$ cat config.mk
export PLATFORM = sky130hd
export DESIGN_NAME = square_field
export DESIGN_NICKNAME = d
export VERILOG_FILES = /design/src/rtl/square_field_pkg.sv /design/src/rtl/square_slot.sv /design/src/rtl/square_field.sv
export SDC_FILE = /design/constraint.sdc
export NUM_CORES = 1
export LEC_CHECK = 0
export ABC_AREA = 1
export BUFFER_PORTS_ARGS = -buffer_cell sky130_fd_sc_hd__buf_2
export CAP_MARGIN = 0
export CORE_UTILIZATION = 45
export CTS_CLUSTER_DIAMETER = 200
export DETAILED_ROUTE_END_ITERATION = 10
export PLACE_DENSITY = 0.65
export SYNTH_ARGS = -nofsm -noshare
export SYNTH_HDL_FRONTEND = slang
export SYNTH_SLANG_ARGS = --single-unit
$ cat constraint.sdc
create_clock -name clk -period 3.8 [get_ports clk]
set_input_delay 0.19 -clock clk [delete_from_list [all_inputs] [get_ports clk]]
set_output_delay 0.19 -clock clk [all_outputs]
set_load 0.02 [all_outputs]
$ cat src/rtl/square_field_pkg.sv
`default_nettype none
// ============================================================================
//  Module   : square_field_pkg
//  Purpose  : Shared constants, zone defaults and slot/column index helpers
//             for the falling-square playfield.
//  Revision : 1.0  initial release
// ============================================================================
package square_field_pkg;

  localparam int NUM_COLS      = 4;
  localparam int SLOTS_PER_COL = 6;
  localparam int NUM_SLOTS     = NUM_COLS * SLOTS_PER_COL;
  localparam int Y_W           = 10;
  localparam int SUM_W         = Y_W + 1;
  localparam int SPEED_W       = 8;

  // Default geometry: 640x480 screen, scrolled at 60 Hz from a 100 MHz clock.
  localparam int DEF_TICK_DIV  = 1666667;
  localparam int DEF_SCREEN_H  = 480;
  localparam int DEF_HIT_TOP   = 400;
  localparam int DEF_HIT_BOT   = 439;
  localparam int DEF_END_TOP   = 440;

  // Column that owns slot k.
  function automatic int slot_col(input int k);
    return k / SLOTS_PER_COL;
  endfunction

  // Position of slot k inside its column group.
  function automatic int slot_idx(input int k);
    return k % SLOTS_PER_COL;
  endfunction

  // Flat slot index of entry i in column c.
  function automatic int col_slot(input int c, input int i);
    return c * SLOTS_PER_COL + i;
  endfunction

endpackage
`default_nettype wire

$ cat src/rtl/square_slot.sv
`default_nettype none
// ============================================================================
//  Module   : square_slot
//  Purpose  : One playfield square: occupancy flag, vertical position,
//             scroll step with screen-exit, and hit/end zone decode.
//  Revision : 1.0  initial release
// ============================================================================
module square_slot
  import square_field_pkg::*;
#(
  parameter int SCREEN_H = DEF_SCREEN_H,
  parameter int HIT_TOP  = DEF_HIT_TOP,
  parameter int HIT_BOT  = DEF_HIT_BOT,
  parameter int END_TOP  = DEF_END_TOP
) (
  input  logic               clk,
  input  logic               rst,
  input  logic               spawn,
  input  logic               remove,
  input  logic               tick,
  input  logic [SPEED_W-1:0] speed,
  output logic               act,
  output logic [Y_W-1:0]     y,
  output logic               hit_zone,
  output logic               end_zone
);

  localparam logic [SUM_W-1:0] c_screen_h = SUM_W'(SCREEN_H);
  localparam logic [Y_W-1:0]   c_hit_top  = Y_W'(HIT_TOP);
  localparam logic [Y_W-1:0]   c_hit_bot  = Y_W'(HIT_BOT);
  localparam logic [Y_W-1:0]   c_end_top  = Y_W'(END_TOP);

  logic             r_act;
  logic [Y_W-1:0]   r_y;
  logic [SUM_W-1:0] w_sum;

  // One extra bit so a step past the bottom edge cannot wrap back on screen.
  assign w_sum = {1'b0, r_y} + {{(SUM_W-SPEED_W){1'b0}}, speed};

  // Slot state: remove beats move; spawn only lands on a free slot.
  always_ff @(posedge clk) begin
    if (rst) begin
      r_act <= 1'b0;
      r_y   <= '0;
    end else if (remove && r_act) begin
      r_act <= 1'b0;
      r_y   <= '0;
    end else if (spawn && !r_act) begin
      r_act <= 1'b1;
      r_y   <= '0;
    end else if (tick && r_act) begin
      if (w_sum >= c_screen_h) begin
        r_act <= 1'b0;
        r_y   <= '0;
      end else begin
        r_y   <= w_sum[Y_W-1:0];
      end
    end
  end

  assign act      = r_act;
  assign y        = r_y;
  assign hit_zone = r_act && (r_y >= c_hit_top) && (r_y <= c_hit_bot);
  assign end_zone = r_act && (r_y >= c_end_top);

endmodule
`default_nettype wire

$ cat src/rtl/square_field.sv
`default_nettype none
// ============================================================================
//  Module   : square_field
//  Purpose  : 24-slot playfield (4 columns x 6 slots). Allocates spawns,
//             scrolls squares on a divided frame tick, honours hit removals
//             and reports per-slot zone flags and positions.
//  Revision : 1.0  initial release
// ============================================================================
module square_field
  import square_field_pkg::*;
#(
  parameter int TICK_DIV = DEF_TICK_DIV,
  parameter int SCREEN_H = DEF_SCREEN_H,
  parameter int HIT_TOP  = DEF_HIT_TOP,
  parameter int HIT_BOT  = DEF_HIT_BOT,
  parameter int END_TOP  = DEF_END_TOP
) (
  input  logic                     clk,
  input  logic                     rst,
  input  logic                     run,
  input  logic [NUM_COLS-1:0]      column,
  input  logic [NUM_SLOTS-1:0]     remove,
  input  logic [SPEED_W-1:0]       speed,
  output logic [2*NUM_SLOTS-1:0]   square_locations,
  output logic [NUM_SLOTS-1:0]     active,
  output logic [NUM_SLOTS*Y_W-1:0] pos_y,
  output logic                     overflow
);

  localparam int                 c_cnt_w    = (TICK_DIV > 1) ? $clog2(TICK_DIV) : 1;
  localparam logic [c_cnt_w-1:0] c_cnt_last = c_cnt_w'(TICK_DIV - 1);

  logic [c_cnt_w-1:0]                        r_tick_cnt;
  logic                                      w_tick;
  logic [NUM_COLS-1:0][SLOTS_PER_COL-1:0]    w_grant;
  logic [NUM_COLS-1:0]                       w_drop;
  logic                                      r_overflow;

  assign w_tick = run && (r_tick_cnt == c_cnt_last);

  // Scroll divider; keeps its phase while the game is paused.
  always_ff @(posedge clk) begin
    if (rst) begin
      r_tick_cnt <= '0;
    end else if (run) begin
      if (w_tick) begin
        r_tick_cnt <= '0;
      end else begin
        r_tick_cnt <= r_tick_cnt + 1'b1;
      end
    end
  end

  for (genvar c = 0; c < NUM_COLS; c++) begin : g_col
    logic                     w_req;
    logic                     w_free;
    logic [SLOTS_PER_COL-1:0] w_grp_grant;

    assign w_req = run && column[c];

    // Grant the request to the lowest-index slot of this column that is free
    // before the edge; a slot cleared this cycle is only reusable next cycle.
    always_comb begin
      w_grp_grant = '0;
      w_free      = 1'b0;
      for (int i = 0; i < SLOTS_PER_COL; i++) begin
        if (!w_free && !active[col_slot(c, i)]) begin
          w_grp_grant[i] = w_req;
          w_free         = 1'b1;
        end
      end
    end

    assign w_grant[c] = w_grp_grant;
    assign w_drop[c]  = w_req && !w_free;
  end

  // Any dropped spawn this cycle yields a single-cycle overflow pulse.
  always_ff @(posedge clk) begin
    if (rst) begin
      r_overflow <= 1'b0;
    end else begin
      r_overflow <= |w_drop;
    end
  end

  assign overflow = r_overflow;

  for (genvar k = 0; k < NUM_SLOTS; k++) begin : g_slot
    square_slot #(
      .SCREEN_H (SCREEN_H),
      .HIT_TOP  (HIT_TOP),
      .HIT_BOT  (HIT_BOT),
      .END_TOP  (END_TOP)
    ) u_slot (
      .clk      (clk),
      .rst      (rst),
      .spawn    (w_grant[slot_col(k)][slot_idx(k)]),
      .remove   (remove[k]),
      .tick     (w_tick),
      .speed    (speed),
      .act      (active[k]),
      .y        (pos_y[k*Y_W +: Y_W]),
      .hit_zone (square_locations[2*k]),
      .end_zone (square_locations[2*k+1])
    );
  end

endmodule
`default_nettype wire

==> results.cfg, run 1 <==
[final_layout]
nets = 4117
drive_gt1_frac = 0.135
layout_common_cells = 920 x nand2_1, 415 x nor2_1, 350 x buf_2
seq_area_um2 = 5730
final_core_util = 0.524
final_common_cell = nand2_1
multi_input_area_um2 = 15500
synthToLayoutAreaGrowth_pct = 14.9
fill_cells = 5299

[floorplan]
die_h_um = 230
die_area_um2 = 52900
start_util = 0.456
ios = 352
core_area_um2 = 51300
die_x_um = 230
placementRows = 83

[clock_tree]
path_clk_slew_ps = 60
worstSkewPairLatency_ps = 560
htree_levels = 2
numCtsBuffers = 39
root_buffer = clkbuf_16
cts_tree = done
clock_path_buffers = 3
cts_setup_buffers = 0
cts.sinks = 286

[placement]
pre_cts_slack_ps = 805
place_hpwl_um = 55400
gp_congestion = 0.960
port_buffers = 351

[logic_synthesis]
synth-async-reset-ratio = 0
syn_avg_cell_area_um2 = 6.61
ys_warn_count = 0
ys_seq_area_frac = 0.245
ys_seq_elements = 286
synth_nets = 3793
synth_edf_count = 0
synth_cell_types = 58
synth_ff_type = dfxtp_1
synth_cells = 3536
syn_area_um2 = 23400

[routing]
drc = 0
ant_nets = 0
wirelength_um = 72300
firstDrtPassIters = 5
avgViaCountPerCell = 5.25
vias = 24000
first_iter_violations = 1367
routedWlPerCell_um = 15.8

[setup_path]
end_kind = flop
r2r_start = g_slot[0].u_slot.act
criticalPathCategory = flop to flop
cp.arrival_ps = 3200
start_kind = flop
startpoint = g_slot[0].u_slot.act
worstPathMaxFanout = 6
crit_required_ps = 4270

[sta]
post-route-period-util = 0.718
rsz0062_at_grt = no
period_minus_slack_ps = 2730
tightest_slew_ps = 1000
fin_worst_skew_ps = 16.0
hold_slack_ps = 36.7
max_freq_mhz = 366
relSlewSlack = 0.333
fin_tns_setup_ps = 0
finalHoldViolCount = 0
fin_ws_ps = 1070
slew_viol_final = 0
finalSetupViolCount = 0

[grt]
grt_pass1_wl_um = 115000
overflow = 0
grt_usage = 0.268
grt_pass1_vias = 21900
grt_max_degree = 36
antenna_found_initial = 1

[run]
maxCapViolations = 0

[pwr]
powerDensity_nw_per_um2 = 279
peakVddDrop_v = 0.000233
leakage_nw = 13.9
p_total_mw = 7.49

[run_status]
outcome = finished clean

[worst_hold_path]
hold_start = column[3]
hold_class = primary input to flop
[cell type report]
type,count,share of cell area
Clock inverter,12,0.00628
Tap cell,680,0.0317
Inverter,357,0.0499
Timing Repair Buffer,391,0.0804
Multi-Input combinational cell,2785,0.576
Antenna cell,1,0.0000931
Clock buffer,57,0.0429
Sequential cell,286,0.213
[cell families (layout without fill, tap and decap cells)]
family | count (synthesis) | after routing | synth area share
adder cells (fa/ha/maj) | 218 | 218 | 0.124
multiplexers | 25 | 25 | 0.0107
AO/OA/AOI/OAI | 645 | 645 | 0.152
buffers and inverters | 465 | 817 | 0.0936
AND/OR/NAND/NOR | 1801 | 1801 | 0.339
other | 0 | 1 | 0
flip-flops | 286 | 286 | 0.245
XOR/XNOR | 96 | 96 | 0.0359
[critical path: stages (launching register included)]
cell and delay, ps:
dfxtp_1 450, inv_2 120, nor2_1 470, nand2_1 390, nor4_1 340, buf_4 210, nand2_1 150, o221ai_1 320
a21oi_1 80, nor2_1 110
[state kept, by name (all words and copies together), names as in the netlist]
register,count
overflow,1
r_tick_cnt,21
g_slot.u_slot.y,240
g_slot.u_slot.act,24
[per-stage QoR]
stage,std cells,cell area [µm²]
final,4569,26900
after global routing,4569,26900
after CTS,4568,26900
after detailed placement,4474,25300
after global placement,4474,25300
after floorplan,3536,23400
[what timing repair did]
| item | in CTS | in global routing |
|---|---|---|
| hold endpoints to repair | 29 | 0 |
| setup endpoints to repair | 0 | 0 |
| resized for setup | 0 | 0 |
| hold buffers | 25 | 0 |
[cells in the mapped netlist, drive strengths merged, types with 6 or more instances]
library cell,count,area (µm²)
a21o,8,60.1
a21oi,345,1750
a31oi,16,100
a41oi,10,87.6
and3,12,76.3
buf,104,832
dfxtp,286,5730
fa,24,480
ha,194,2430
inv,356,1340
mux2i,25,250
nand2,931,3520
nand3,231,1170
nand3b,30,225
nand4,46,288
nor2,442,1990
nor3,58,317
nor4,22,153
o211ai,41,308
o21a,14,105
o21ai,182,922
o21bai,9,67.6
o22ai,6,37.5
or2,18,113
xnor2,54,473
xor2,42,368
[final timing paths]
check                                         endpoint  slack, ps  depth (start not counted)
worst max-delay path                          overflow       1070                          9
worst min-delay path             g_slot[18].u_slot.act         40                          5
worst max register to register                overflow       1070                          9
worst min register to register  g_slot[20].u_slot.y[0]        490                          2
[report_power, final]
group | internal, mW | switching, mW | leakage, nW
Sequential | 3.01 | 0.0105 | 2.30
Combinational | 0.204 | 0.417 | 11.0
Clock | 2.37 | 1.48 | 0.649
Total | 5.58 | 1.91 | 13.9
[per-layer routing]
layer  wire [µm]  vias up  GRT usage  part of all wire
met5           0        -          0                 0
met4        3110        0      0.119             0.043
li1            -    12400          -                 -
met1       32700    10900      0.344              0.45
met2       32700      545      0.440              0.45
met3        3840      158     0.0437             0.053
No activity file was read; power rests on OpenSTA's default activity.
==> run 2: changes to the inputs <==
ABC_AREA = 0   (was 1)
PLACE_DENSITY = 0.66   (was 0.65)
clock period = 2.7 ns   (was 3.8 ns; I/O delays follow)
==> results.cfg, run 2 <==
[run_status]
outcome = finished with violations
violations = negative setup slack

[logic_synthesis]
synth_top_area_cell = dfxtp_1
synth_edf_count = 0
synth_nets = 2941
syn_area_um2 = 22300
synth_top_area_frac = 0.257
ys_warn_count = 0
ys_seq_area_frac = 0.257
synth.top_cells.by_count = 286 x dfxtp_1, 229 x nand2_1, 194 x ha_1
synth-async-reset-ratio = 0
ys_seq_elements = 286
synth_cells = 2684
syn_avg_cell_area_um2 = 8.29
synth_ff_type = dfxtp_1
synth_area_leaders = dfxtp_1 26%, ha_1 11%, a21oi_1 4.2%
synth_most_common_cell = dfxtp_1
synth_cell_types = 87

[sta]
max_freq_mhz = 369
finalSetupViolCount = 3
finalHoldViolCount = 0
post-route-period-util = 1.00
tightest_slew_ps = 835
fin_worst_skew_ps = 23.7
period_minus_slack_ps = 2710
rsz0062_at_grt = yes
fin_ws_ps = -7.71
slew_viol_final = 0
relSlewSlack = 0.442
fin_tns_setup_ps = -18.1

[final_layout]
final_core_util = 0.610
final_common_cell = buf_4
nets = 3639
multi_input_area_um2 = 16300
fill_cells = 4325
synthToLayoutAreaGrowth_pct = 33.9
seq_area_um2 = 5750
layout_common_cells = 412 x buf_4, 351 x buf_2, 272 x dfxtp_1
stdcell_area_um2 = 29800
drive_gt1_frac = 0.306
largest_reg_flops = 240

[clock_tree]
worstSkewPairLatency_ps = 570
clock_path_buffers = 3
cts_tree = done
root_buffer = clkbuf_16
path_clk_slew_ps = 60
cts.sinks = 286
numCtsBuffers = 37
htree_levels = 2

[floorplan]
die_h_um = 224
start_util = 0.456
die_x_um = 224
placementRows = 81
ios = 352
core_area_um2 = 48800
die_area_um2 = 50400

[placement]
gp_congestion = 0.939
port_buffers = 351
pre_cts_slack_ps = -510
place_hpwl_um = 61100
dpl_cell_area_um2 = 27400

[setup_path]
criticalPathCategory = flop to flop
end_kind = flop
cpPeakStageDelay_ps = 410
cp.arrival_ps = 3220
crit_required_ps = 3220
worstPathCellList = ha_4, fa_2, a211oi_4, o21bai_2, a2111oi_4, o2111ai_2, a221o_1, nor4_2, a21o_1
reg2reg_slack_ps = -8
start_kind = flop
worstPathMaxFanout = 6
crit_buf_inv = 0
cp_slowest_cell = a2111oi_4
critPathTopFamily = compound AO/OA/AOI/OAI gates

[grt]
grtUsageMet1 = 0.396
grt_pass1_vias = 23000
antenna_found_initial = 3
grt_util_met2 = 0.511
grt_max_degree = 46
met3_usage = 0.0515
busiest_layer = met2
grt_usage = 0.306
grt_pass1_wl_um = 124000
overflow = 0

[routing]
first_iter_violations = 1756
ant_nets = 0
firstDrtPassIters = 8
vias = 24500
routedWlPerCell_um = 20.0
drc = 0
avgViaCountPerCell = 6.01
wirelength_um = 81300

[pwr]
p_total_mw = 10.7
peakVddDrop_v = 0.000384
leakage_nw = 14.1
powerDensity_nw_per_um2 = 359

[worst_hold_path]
hold_class = primary input to flop

[run]
maxCapViolations = 0
[run 2: cell count changes after synthesis, sizes merged, moves of 38 or more]
cell	change
nand3	-150
a21o	+69
nor2	-265
o21a	+38
a22o	+69
o21ai	-51
a21oi	-156
clkbuf	+60
o2111ai	+46
a211oi	+62
nand2	-701
inv	-283
[run 2: cell type report]
type,count,share of cell area
clock inverter,11,0.00470
antenna,1,0.0000840
inverter,73,0.00920
clock buffer,55,0.0381
tap,664,0.0279
timing repair buffer,806,0.182
multi-input combinational,2178,0.545
sequential,286,0.193
[run 2: layer usage]
metal / routed length, µm / vias to the layer above
li1: - / 11700
met1: 34600 / 11800
met2: 38400 / 854
met3: 5480 / 171
met4: 2920 / 2
met5: 11 / -
[run 2: what timing repair did]
item	4_1_cts	5_1_grt
resized for setup	26	138
endpoints found under the setup margin	88	214
pin swaps	14	74
hold buffers	25	0
hold endpoints to repair	34	0
cloned	1	1
setup buffers	3	18
[run 2: path summary, 6_finish.rpt]
kind / startpoint / end / depth (start not counted)
hold / removal: remove[7] / g_slot[7].u_slot.y[8] / 5
setup reg to reg: g_slot[0].u_slot.y[0] / g_slot[0].u_slot.y[8] / 9
setup / recovery: g_slot[0].u_slot.y[0] / g_slot[0].u_slot.y[8] / 9
hold reg to reg: g_slot[2].u_slot.y[0] / g_slot[2].u_slot.y[0] / 2
[run 2: cells by family (layout without fill, tap and decap cells)]
logic type	after synthesis	count (layout)	synth area share
compound gates	928	929	0.301
simple gates	884	884	0.203
flops	286	286	0.257
buf+inv	221	945	0.0500
fa+ha+maj	218	218	0.131
xor+xnor	137	137	0.0539
mux	10	10	0.00455
other cells	0	1	0
[run 2: tightest hold or removal path: cells and delay by family]
kind / cells / cell delay (ps)
AND/OR/NAND/NOR: 3 / 300
multiplexers: 1 / 60
buffers and inverters: 1 / 100
[run 2: metrics by stage]
stage	cells	hold slack [ps]
6_report	4074	91.6
5_1_grt	4073	96.6
4_1_cts	4055	60.9
3_5_place_dp	3961	381
3_3_place_gp	3961	373
2_1_floorplan	2684	237
[run 2: power breakdown]
group / switching [mW] / leakage (nW) / internal (mW)
Clock: 2.07 / 0.630 / 3.20
Sequential: 0.0156 / 2.31 / 4.23
Combinational: 0.704 / 11.2 / 0.478
Total: 2.79 / 14.1 / 7.90
==> run 3: changes to the inputs <==
CELL_PAD_IN_SITES_DETAIL_PLACEMENT = 0   (was not set)
CELL_PAD_IN_SITES_GLOBAL_PLACEMENT = 2   (was not set)
CORE_UTILIZATION = 35   (was 45)
PLACE_DENSITY = not set   (was 0.66)
PLACE_DENSITY_LB_ADDON = 0.1   (was not set)
==> results.cfg, run 3 (synthesized netlist as in run 2, its figures left out) <==
[run_status]
outcome = finished with violations
violations = negative setup slack

[routing]
vias = 24100
firstDrtPassIters = 7
first_iter_violations = 1286
ant_nets = 0
avgViaCountPerCell = 5.58
drc = 0
routedWlPerCell_um = 20.3
wirelength_um = 87700

[floorplan]
ios = 352
placementRows = 92
die_area_um2 = 64600
core_area_um2 = 63000
die_x_um = 254
start_util = 0.354
die_h_um = 254

[grt]
overflow = 0
antenna_found_initial = 2
grt_usage = 0.262
grt_max_degree = 29
grt_pass1_wl_um = 132000
grt_pass1_vias = 23100

[sta]
period_minus_slack_ps = 2760
fin_tns_setup_ps = -331
slew_viol_final = 0
fin_worst_skew_ps = 19.5
fin_ws_ps = -59.7
finalHoldViolCount = 0
finalSetupViolCount = 10
max_freq_mhz = 362
rsz0062_at_grt = yes
post-route-period-util = 1.02
tightest_slew_ps = 812
relSlewSlack = 0.458

[setup_path]
cp_slowest_cell = a2111o_1
cp.arrival_ps = 3240
end_kind = flop
worstPathCellList = ha_4, fa_2, a211o_1, a2111o_1, o211ai_1, a2111oi_4, buf_6, a2111oi_4, a311oi_4, buf_6, o31ai_2
crit_buf_inv = 2
worstPathMaxFanout = 8
criticalPathCategory = flop to flop
critPathTopFamily = compound AO/OA/AOI/OAI gates
start_kind = flop
crit_required_ps = 3190
cpPeakStageDelay_ps = 370

[final_layout]
synthToLayoutAreaGrowth_pct = 38.6
largest_reg_flops = 240
multi_input_area_um2 = 16500
layout_common_cells = 471 x buf_4, 349 x buf_2, 269 x dfxtp_1
drive_gt1_frac = 0.327
nets = 3708
final_common_cell = buf_4
seq_area_um2 = 5760
fill_cells = 6223
finalNonFillerCells = 4324

[worst_hold_path]
hold_class = primary input to flop

[placement]
place_hpwl_um = 67400
gp_congestion = 0.899
port_buffers = 351
placed_cells = 4190

[clock_tree]
numCtsBuffers = 42
path_clk_slew_ps = 60
htree_levels = 2
root_buffer = clkbuf_16
cts.sinks = 286
cts_tree = done
worstSkewPairLatency_ps = 580
clock_path_buffers = 3

[run]
maxCapViolations = 0

[pwr]
powerDensity_nw_per_um2 = 355
peakVddDrop_v = 0.000431
leakage_nw = 14.5
## run 3: changes by cell type in the layout (fill, tap and decap cells not counted), moves of 4 or more
cell | before | now
a211oi_1 | 41 | 37
o21ai_0 | 106 | 96
o21ai_2 | 3 | 11
clkbuf_16 | 39 | 44
nor4_2 | 8 | 3
buf_4 | 412 | 471
ha_1 | 183 | 177
ha_4 | 6 | 10
clkbuf_1 | 6 | 11
nand2_1 | 226 | 222
nand2_2 | 4 | 8
a32oi_1 | 9 | 5
## run 3: report_power, final
part           total (mW)  switching (mW)  internal [mW]
logic                1.23           0.724          0.508
clock network        5.46            2.18           3.29
registers            4.24          0.0141           4.23
## run 3: final timing paths
path,from,endpoint,slack (ps),cells after the start
setup / recovery,g_slot[9].u_slot.y[0],g_slot[9].u_slot.y[3],-60,11
hold / removal,rst,g_slot[13].u_slot.y[8],30,4
setup reg to reg,g_slot[9].u_slot.y[0],g_slot[9].u_slot.y[3],-60,11
hold reg to reg,g_slot[2].u_slot.y[0],g_slot[2].u_slot.y[0],470,2
## run 3: final cells by class
cell class              instances  share of cell area
inverters                      73             0.00888
well taps                     846              0.0343
clock inverters                 5             0.00174
diodes                          1           0.0000811
flip-flops and latches        286               0.187
multi-input cells            2180               0.535
repair buffers                868               0.192
clock buffers                  65              0.0411
## run 3: repair_timing
action	4_1_cts	5_1_grt
setup buffers	12	23
cloned	3	1
endpoints found under the setup margin	119	207
pin swaps	32	108
gates resized for setup	49	168
endpoints found under the hold margin	33	0
hold buffers	25	0
## run 3: worst min-delay path, stage by stage
cell	delay, ps
buf_4	160
a211oi_1	100
nand3_1	90
o21ai_1	60
## run 3: per-stage QoR
step                hold WS [ps]  area [µm²]  setup slack, ps   util  power (mW)
floorplan                    237       22400             -169      -        4.91
global placement             402       28000             -356  0.445        5.46
detailed placement           412       28000             -389  0.445        5.48
CTS                         11.4       29900            -61.3  0.475        11.0
global route                49.0       30800             -204  0.490        11.3
finish                      34.5       30900            -59.7  0.490        10.9
## run 3: metal layers
layer	track usage	wire, µm	up-vias
li1	-	-	11800
met1	0.352	40900	11600
met2	0.439	41000	539
met3	0.0290	3530	128
met4	0.0797	2280	2
met5	0	17	-
